==> config.mk <==
export PLATFORM = sky130hd
export DESIGN_NAME = lzw_dict_matcher_flat
export DESIGN_NICKNAME = d
export VERILOG_FILES = /design/src/rtl/lzw_dict_matcher_if.sv /design/src/rtl/lzw_dict_matcher.sv /design/src/flat_wrapper.sv
export SDC_FILE = /design/constraint.sdc
export NUM_CORES = 1
export LEC_CHECK = 0
export ABC_AREA = 1
export BUFFER_PORTS_ARGS = -buffer_cell sky130_fd_sc_hd__clkbuf_2
export CAP_MARGIN = 0
export CORE_ASPECT_RATIO = 1.4
export CORE_UTILIZATION = 60
export CTS_CLUSTER_SIZE = 24
export DETAILED_ROUTE_END_ITERATION = 10
export PLACE_DENSITY_LB_ADDON = 0.2
export SKIP_CTS_REPAIR_TIMING = 1
export SLEW_MARGIN = 10
export SYNTH_ARGS = -nofsm -noshare
export SYNTH_HDL_FRONTEND = slang
export SYNTH_SLANG_ARGS = --single-unit
export TNS_END_PERCENT = 30
==> constraint.sdc <==
create_clock -name Clk -period 4.8 [get_ports Clk]
set_clock_uncertainty 0.2 [all_clocks]
set_input_delay 0.96 -clock Clk [delete_from_list [all_inputs] [get_ports Clk]]
set_output_delay 0.96 -clock Clk [all_outputs]
set_load 0.005 [all_outputs]
==> src/rtl/lzw_dict_matcher_if.sv <==
// lzw_dict_matcher_if: dictionary RAM read port between the matcher and the RAM
// Signals:
//   ram_rd      one-cycle read strobe (master -> RAM)
//   ram_addr    read address, valid while ram_rd=1
//   ram_rdata   read data, valid with ram_rvalid (RAM -> master)
//   ram_rvalid  read return, one or more cycles after ram_rd
interface lzw_dict_matcher_if #(
    parameter int ADDR_W = 18,
    parameter int RAM_W  = 16
);
    logic              ram_rd;
    logic [ADDR_W-1:0] ram_addr;
    logic [RAM_W-1:0]  ram_rdata;
    logic              ram_rvalid;
    modport master (output ram_rd, ram_addr, input ram_rdata, ram_rvalid);
    modport slave  (input ram_rd, ram_addr, output ram_rdata, ram_rvalid);
endinterface

==> src/rtl/lzw_dict_matcher.sv <==
// lzw_dict_matcher: LZW dictionary search engine walking entries from a base pointer to the insert pointer
// Ports:
//   Clk, Reset_n              clock (rising edge), asynchronous active-low reset
//   string_clear, char_push   string edit ops (IDLE only, clear wins over push)
//   char_in                   character appended on char_push
//   search_start              start a search (IDLE only)
//   search_base, insert_ptr   first entry address / exclusive end, sampled on search_start
//   ram                       dictionary RAM read port (master side)
//   busy, done                search in progress / one-cycle end pulse
//   found, match_code         result of the last search, held until the next one ends
//   string_len, overflow      current length / sticky dropped-push flag
// Optional feature: define LZW_ROOT_SHORTCUT_EN to answer single-character strings without
// touching the RAM (the root code is the character itself).
module lzw_dict_matcher #(
    parameter int CHAR_W     = 8,
    parameter int MAX_CHARS  = 16,
    parameter int RAM_W      = 16,
    parameter int ADDR_W     = 18,
    parameter int CODE_W     = 12,
    parameter int FIRST_CODE = 256
) (
    input  logic                             Clk,
    input  logic                             Reset_n,
    input  logic                             string_clear,
    input  logic                             char_push,
    input  logic [CHAR_W-1:0]                char_in,
    input  logic                             search_start,
    input  logic [ADDR_W-1:0]                search_base,
    input  logic [ADDR_W-1:0]                insert_ptr,
    lzw_dict_matcher_if.master               ram,
    output logic                             busy,
    output logic                             done,
    output logic                             found,
    output logic [CODE_W-1:0]                match_code,
    output logic [$clog2(MAX_CHARS+1)-1:0]   string_len,
    output logic                             overflow
);
    localparam int CPW   = RAM_W / CHAR_W;
    localparam int LEN_W = $clog2(MAX_CHARS + 1);
    localparam int IDX_W = $clog2(MAX_CHARS);

    typedef enum logic [1:0] {IDLE, HDR, DATA, FIN} stateType;

    stateType          state, stateNext;
    logic [ADDR_W-1:0] ptr, ptrNext, insertEnd, insertEndNext;
    logic [CODE_W-1:0] code, codeNext, codeReg, resCode;
    logic [LEN_W-1:0]  wordIdx, wordIdxNext, strLen;
    logic [CHAR_W-1:0] strChars [MAX_CHARS];
    logic              pending, foundReg, resFound, overflowReg;
    logic              rdStrobe, readBack, lenHit, wordMatch, lastWord, strOp, pushOk;
    logic [ADDR_W-1:0] rdAddr, hdrSkip, strWords;
    logic [7:0]        entryLen;

    assign entryLen = ram.ram_rdata[7:0];
    assign readBack = pending && ram.ram_rvalid;
    assign lenHit   = int'(entryLen) == int'(strLen);
    // words occupied by an entry's data (ceil(L/CPW))
    assign hdrSkip  = ADDR_W'((int'(entryLen) + CPW - 1) / CPW);
    assign strWords = ADDR_W'((int'(strLen) + CPW - 1) / CPW);
    assign lastWord = (int'(wordIdx) + 1) * CPW >= int'(strLen);

    // only chars still inside the string are compared; pad chars of the last word are don't-care
    always_comb begin
        wordMatch = 1'b1;
        for (int k = 0; k < CPW; k++)
            if (int'(wordIdx) * CPW + k < int'(strLen))
                wordMatch = wordMatch &
                    (ram.ram_rdata[k*CHAR_W +: CHAR_W] == strChars[IDX_W'(int'(wordIdx) * CPW + k)]);
    end

    always_ff @(posedge Clk or negedge Reset_n)
        if (!Reset_n) state <= IDLE;
        else          state <= stateNext;

    always_comb begin
        stateNext     = state;
        ptrNext       = ptr;
        insertEndNext = insertEnd;
        codeNext      = code;
        wordIdxNext   = wordIdx;
        resFound      = foundReg;
        resCode       = codeReg;
        rdStrobe      = 1'b0;
        rdAddr        = '0;
        case (state)
            IDLE: if (search_start) begin
                insertEndNext = insert_ptr;
                if (strLen == '0) begin
                    stateNext = FIN;
                    resFound  = 1'b0;
                    resCode   = '0;
                end
`ifdef LZW_ROOT_SHORTCUT_EN
                else if (strLen == LEN_W'(1)) begin
                    stateNext = FIN;
                    resFound  = 1'b1;
                    resCode   = CODE_W'(strChars[0]);
                end
`endif
                else begin
                    ptrNext   = search_base;
                    codeNext  = CODE_W'(FIRST_CODE);
                    stateNext = HDR;
                end
            end
            HDR: if (readBack) begin
                if (lenHit) begin
                    wordIdxNext = '0;
                    stateNext   = DATA;
                end else begin
                    ptrNext  = ptr + ADDR_W'(1) + hdrSkip;
                    codeNext = code + CODE_W'(1);
                end
            end else if (!pending) begin
                // end of dictionary is an equality test only, so the walk may wrap the address space
                if (ptr == insertEnd) begin
                    stateNext = FIN;
                    resFound  = 1'b0;
                    resCode   = '0;
                end else begin
                    rdStrobe = 1'b1;
                    rdAddr   = ptr;
                end
            end
            DATA: if (readBack) begin
                if (!wordMatch) begin
                    ptrNext   = ptr + ADDR_W'(1) + strWords;
                    codeNext  = code + CODE_W'(1);
                    stateNext = HDR;
                end else if (lastWord) begin
                    stateNext = FIN;
                    resFound  = 1'b1;
                    resCode   = code;
                end else wordIdxNext = wordIdx + LEN_W'(1);
            end else if (!pending) begin
                rdStrobe = 1'b1;
                rdAddr   = ptr + ADDR_W'(1) + ADDR_W'(wordIdx);
            end
            default: stateNext = IDLE;
        endcase
    end

    assign strOp  = state == IDLE && !search_start;
    assign pushOk = strOp && !string_clear && char_push && strLen != LEN_W'(MAX_CHARS);

    always_ff @(posedge Clk or negedge Reset_n)
        if (!Reset_n) begin
            ptr         <= '0;
            insertEnd   <= '0;
            code        <= '0;
            wordIdx     <= '0;
            pending     <= 1'b0;
            foundReg    <= 1'b0;
            codeReg     <= '0;
            strLen      <= '0;
            overflowReg <= 1'b0;
        end else begin
            ptr       <= ptrNext;
            insertEnd <= insertEndNext;
            code      <= codeNext;
            wordIdx   <= wordIdxNext;
            // a return with nothing outstanding is simply dropped
            pending   <= rdStrobe || (pending && !ram.ram_rvalid);
            foundReg  <= resFound;
            codeReg   <= resCode;
            if (strOp && string_clear) begin
                strLen      <= '0;
                overflowReg <= 1'b0;
            end else if (pushOk) strLen <= strLen + LEN_W'(1);
            else if (strOp && char_push) overflowReg <= 1'b1;
        end

    always_ff @(posedge Clk)
        if (pushOk) strChars[strLen[IDX_W-1:0]] <= char_in;

    assign ram.ram_rd   = rdStrobe;
    assign ram.ram_addr = rdAddr;
    assign busy         = state != IDLE;
    assign done         = state == FIN;
    assign found        = foundReg;
    assign match_code   = codeReg;
    assign string_len   = strLen;
    assign overflow     = overflowReg;
endmodule
==> src/flat_wrapper.sv <==
// flat-port wrapper written by rule: the top's interface ports become plain ports
module lzw_dict_matcher_flat 
#(
    parameter int CHAR_W     = 8,
    parameter int MAX_CHARS  = 16,
    parameter int RAM_W      = 16,
    parameter int ADDR_W     = 18,
    parameter int CODE_W     = 12,
    parameter int FIRST_CODE = 256
)
  (Clk, Reset_n, string_clear, char_push, char_in, search_start, search_base, insert_ptr, busy, done, found, match_code, string_len, overflow, ram_ram_rd, ram_ram_addr, ram_ram_rdata, ram_ram_rvalid);
  lzw_dict_matcher_if #(.ADDR_W(ADDR_W), .RAM_W(RAM_W)) ram_i ();
  input  logic Clk;
  input  logic Reset_n;
  input  logic string_clear;
  input  logic char_push;
  input  logic [CHAR_W-1:0] char_in;
  input  logic search_start;
  input  logic [ADDR_W-1:0] search_base;
  input  logic [ADDR_W-1:0] insert_ptr;
  output logic busy;
  output logic done;
  output logic found;
  output logic [CODE_W-1:0] match_code;
  output logic [$clog2(MAX_CHARS+1)-1:0] string_len;
  output logic overflow;
  output wire logic [$bits(ram_i.ram_rd)-1:0] ram_ram_rd;
  output wire logic [$bits(ram_i.ram_addr)-1:0] ram_ram_addr;
  input wire logic [$bits(ram_i.ram_rdata)-1:0] ram_ram_rdata;
  input wire logic [$bits(ram_i.ram_rvalid)-1:0] ram_ram_rvalid;
  assign ram_ram_rd = ram_i.ram_rd;
  assign ram_ram_addr = ram_i.ram_addr;
  assign ram_i.ram_rdata = ram_ram_rdata;
  assign ram_i.ram_rvalid = ram_ram_rvalid;
  lzw_dict_matcher #(.CHAR_W(CHAR_W), .MAX_CHARS(MAX_CHARS), .RAM_W(RAM_W), .ADDR_W(ADDR_W), .CODE_W(CODE_W), .FIRST_CODE(FIRST_CODE)) u_core (.Clk(Clk), .Reset_n(Reset_n), .string_clear(string_clear), .char_push(char_push), .char_in(char_in), .search_start(search_start), .search_base(search_base), .insert_ptr(insert_ptr), .ram(ram_i), .busy(busy), .done(done), .found(found), .match_code(match_code), .string_len(string_len), .overflow(overflow));
endmodule
==> results.py <==
metrics = {
    "run_status": {
        "outcome": "complete, no violations",
    },
    "clock_tree": {
        "clk_pin_slew_ps": 60,
        "h-tree-depth": 1,
        "insertion_delay_ps": 500,
        "cts-root-buf": "clkbuf_16",
        "clock_sinks": 203,
        "cts-buffers-inserted": 20,
        "ctsLongestPathBuffers": 3,
        "tritoncts": "done",
    },
    "timing": {
        "worst-slew-pin-transition_ps": 1001,
        "hold_violations": 0,
        "period_share_pct": 92.83,
        "report.final.slew_viol_count": 0,
        "finalSetupTns_ps": 0,
        "max_freq_mhz": 224.4,
        "maxSlewHeadroom_pct": 33.27,
        "finalWorstSetupSlack_ps": 344.0,
        "period_needed_ps": 4456,
        "setup_viol_count_final": 0,
        "rsz0062_at_grt": "no",
    },
    "worst_setup_path": {
        "worstSetupPathType": "reg -> out",
        "crit_fanout": 7,
        "reg2regPathDepth": 18,
        "worst_ep_required_time_ps": 3640,
        "cp.arrival_ps": 3300,
        "cp-end-kind": "output port",
        "cp-startpoint": "u_core.ptr[1]",
        "start_kind": "flop",
        "r2r_start": "u_core.wordIdx[0]",
    },
    "routing": {
        "top_layer": "met4",
        "drt-wirelength-per-cell_microns": 17.87,
        "dr.pass1.iters": 5,
        "drt_iter0_markers": 735,
        "drc_errors": 0,
        "num_vias": 10880,
        "avgViaCountPerCell": 5.642,
        "drt_wl_total_mm": 34.47,
        "wl_met2_mm": 17.53,
        "postRouteAntennaNets": 0,
        "met3WireLength_mm": 1.863,
        "wl_met1_mm": 12.63,
    },
    "logic_synthesis": {
        "synth-main-ff-cell": "edfxtp_1",
        "synth-edff-count": 128,
        "syn_inst": 1584,
        "yosysUniqueCellTypes": 46,
        "synth_nets": 1692,
        "synth_seq_cells": 203,
        "synth_warnings": 0,
        "avgSynthCellArea_sq_um": 7.957,
        "ys_seq_area_share_pct": 45.39,
        "synth.cell_area_sq_um": 12600,
        "ys_async_sr_fraction_pct": 36.95,
    },
    "floorplanning": {
        "core.rowCount": 62,
        "die_x_microns": 124.5,
        "io_pins": 106,
        "die_area_sq_um": 21600,
        "initial_core_util_pct": 61.31,
        "die_y_microns": 173.5,
        "core_area_sq_um": 20560,
    },
    "placement": {
        "gp_congestion": 1.009,
        "hpwl_mm": 25.26,
        "portBuffers": 105,
        "pre_cts_slack_ps": 655.8,
    },
    "worst_hold_path": {
        "hp-class": "reg -> reg",
        "hp-start": "u_core.match_code[7]",
        "hold_depth": 2,
    },
    "finish": {
        "layout-drive-gt1-share_pct": 13.09,
        "antenna_cells": 0,
        "area_delta_synth_final_pct": 9.590,
        "regArea_sq_um": 5723,
        "utilization_pct": 67.19,
        "nFillCells": 1761,
        "layout.nets": 1767,
        "multi_input_comb_area_sq_um": 5864,
    },
    "power_and_ir_drop": {
        "internal_power_mw": 4.158,
        "power.share.clock_pct": 20.9,
        "p_sw_mw": 3.364,
        "p_sw_share_pct": 44.72,
        "ir_worst_vdd_mv": 0.5668,
        "seq_power_share_pct": 32.4,
        "p_comb_share_pct": 46.8,
        "power.density_nw_per_um2": 544.6,
        "p_leak_nw": 6.367,
    },
    "global_routing": {
        "grt_max_degree": 76,
        "first_global_vias": 10470,
        "grt_pass1_wl_mm": 53.70,
        "grt-ovfl-total": 0,
        "grt_usage_pct": 31.80,
        "antenna_found_initial": 0,
    },
    "job": {
        "max_cap_violations": 0,
    },
}
[layer usage]
layer  vias to the layer above  track usage [%]
met3                       115            3.858
met1                      5058            35.35
met5                         -                0
met2                       401            57.00
li1                       5309                -
met4                         0            20.73
[stage by stage]
step,hold slack [ps],std cells,power [mW],area [sq um]
2_1_floorplan,265.4,1584,4.994,12600
3_3_place_gp,256.4,1893,5.875,13130
3_5_place_dp,265.5,1893,5.938,13130
4_1_cts,281.2,1929,7.509,13790
5_1_grt,305.6,1929,8.036,13810
6_report,275.5,1929,7.522,13810
[path summary, 6_finish.rpt]
| path | endpoint | slack [ps] |
|---|---|---|
| worst max-delay path | ram_ram_addr[14] | 340 |
| worst min-delay path | u_core.match_code[7] | 280 |
| worst max register to register | u_core.match_code[11] | 1130 |
| worst min register to register | u_core.match_code[7] | 280 |
| max in group asynchronous | u_core.ptr[0] | 3260 |
| min in group asynchronous | u_core.match_code[10] | 440 |
[power by group through the flow]
stage,clock (mW),combinational (mW),sequential [mW]
floorplan,0,2.74,2.25
global placement,0,3.43,2.45
detailed placement,0,3.48,2.45
CTS,1.59,3.50,2.42
global route,1.65,3.92,2.46
finish,1.57,3.52,2.43
[layout make-up]
class,count,area share [%]
Multi-Input combinational cell,1152,42.46
Sequential cell,203,41.43
Inverter,165,4.529
Timing Repair Buffer,117,4.475
Clock buffer,23,3.859
Tap cell,256,2.319
Clock inverter,13,0.9240
[cells in the final DEF (no fill, tap or decap), types with 3 or more instances in the layout]
cell type	count
nand3b_1	19
ha_1	38
nor3_1	11
clkinv_1	5
nor2_4	7
nor2_2	8
clkbuf_16	21
o21ai_0	41
dfrtp_1	73
nand2_2	13
mux2_2	16
inv_2	5
buf_4	13
nor2_1	114
o21ai_1	21
clkbuf_2	104
mux2i_1	4
fa_1	3
o22ai_1	5
or2_2	4
nor4_1	3
nand2_1	525
a21oi_1	58
nand4_1	20
xnor2_1	17
edfxtp_1	128
inv_1	156
nand3_2	6
xor2_1	23
nand3_1	176
clkinv_2	4
[logic make-up after synthesis]
family / count (synthesis) / share of synthesized area [%]
AOI/OAI and AO/OA: 138 / 5.817
xor gates and xnor gates: 41 / 2.849
adders and majority gates: 42 / 4.348
muxes: 20 / 1.747
and+or+nand+nor: 911 / 31.61
DFF: 203 / 45.39
buffers and inverters: 229 / 8.240
[worst max-delay path: stages, from the launching register on]
cell	delay [ps]
dfrtp_1	460
ha_4	350
inv_1	90
fa_1	390
inv_1	90
a21oi_1	60
o21ai_1	200
nand2_1	70
nand2_1	60
nand2_1	60
inv_1	70
nand2_1	120
nor2_4	190
nand2_1	90
o21ai_1	130
nand3_1	90
a21oi_1	130
clkbuf_2	130
[flip-flops by register name, indices dropped and copies added, names as in the netlist]
register           cells
u_core.string_len      5
u_core.match_code     12
u_core.insertEnd      18
u_core.strChars      128
u_core.state           2
u_core.pending         1
u_core.found           1
u_core.ptr            18
u_core.overflow        1
u_core.code           12
u_core.wordIdx         5
[Yosys cell counts, drive strengths merged (4+ instances only)]
| master | number | area share, % |
|---|---|---|
| ha | 39 | 3.9 |
| o21ai | 62 | 2.5 |
| buf | 52 | 2.9 |
| clkbuf | 12 | 0.36 |
| nand2 | 540 | 16 |
| mux2i | 4 | 0.32 |
| inv | 162 | 4.9 |
| xnor2 | 17 | 1.2 |
| nor3 | 11 | 0.44 |
| nor2 | 130 | 4.6 |
| a21oi | 58 | 2.3 |
| or2 | 4 | 0.20 |
| xor2 | 24 | 1.7 |
| dfrtp | 75 | 15 |
| nand4 | 20 | 0.99 |
| o22ai | 5 | 0.25 |
| edfxtp | 128 | 30 |
| nand3b | 19 | 1.1 |
| mux2 | 16 | 1.4 |
| nand3 | 183 | 7.6 |
Power figures use the tool's default switching activity.
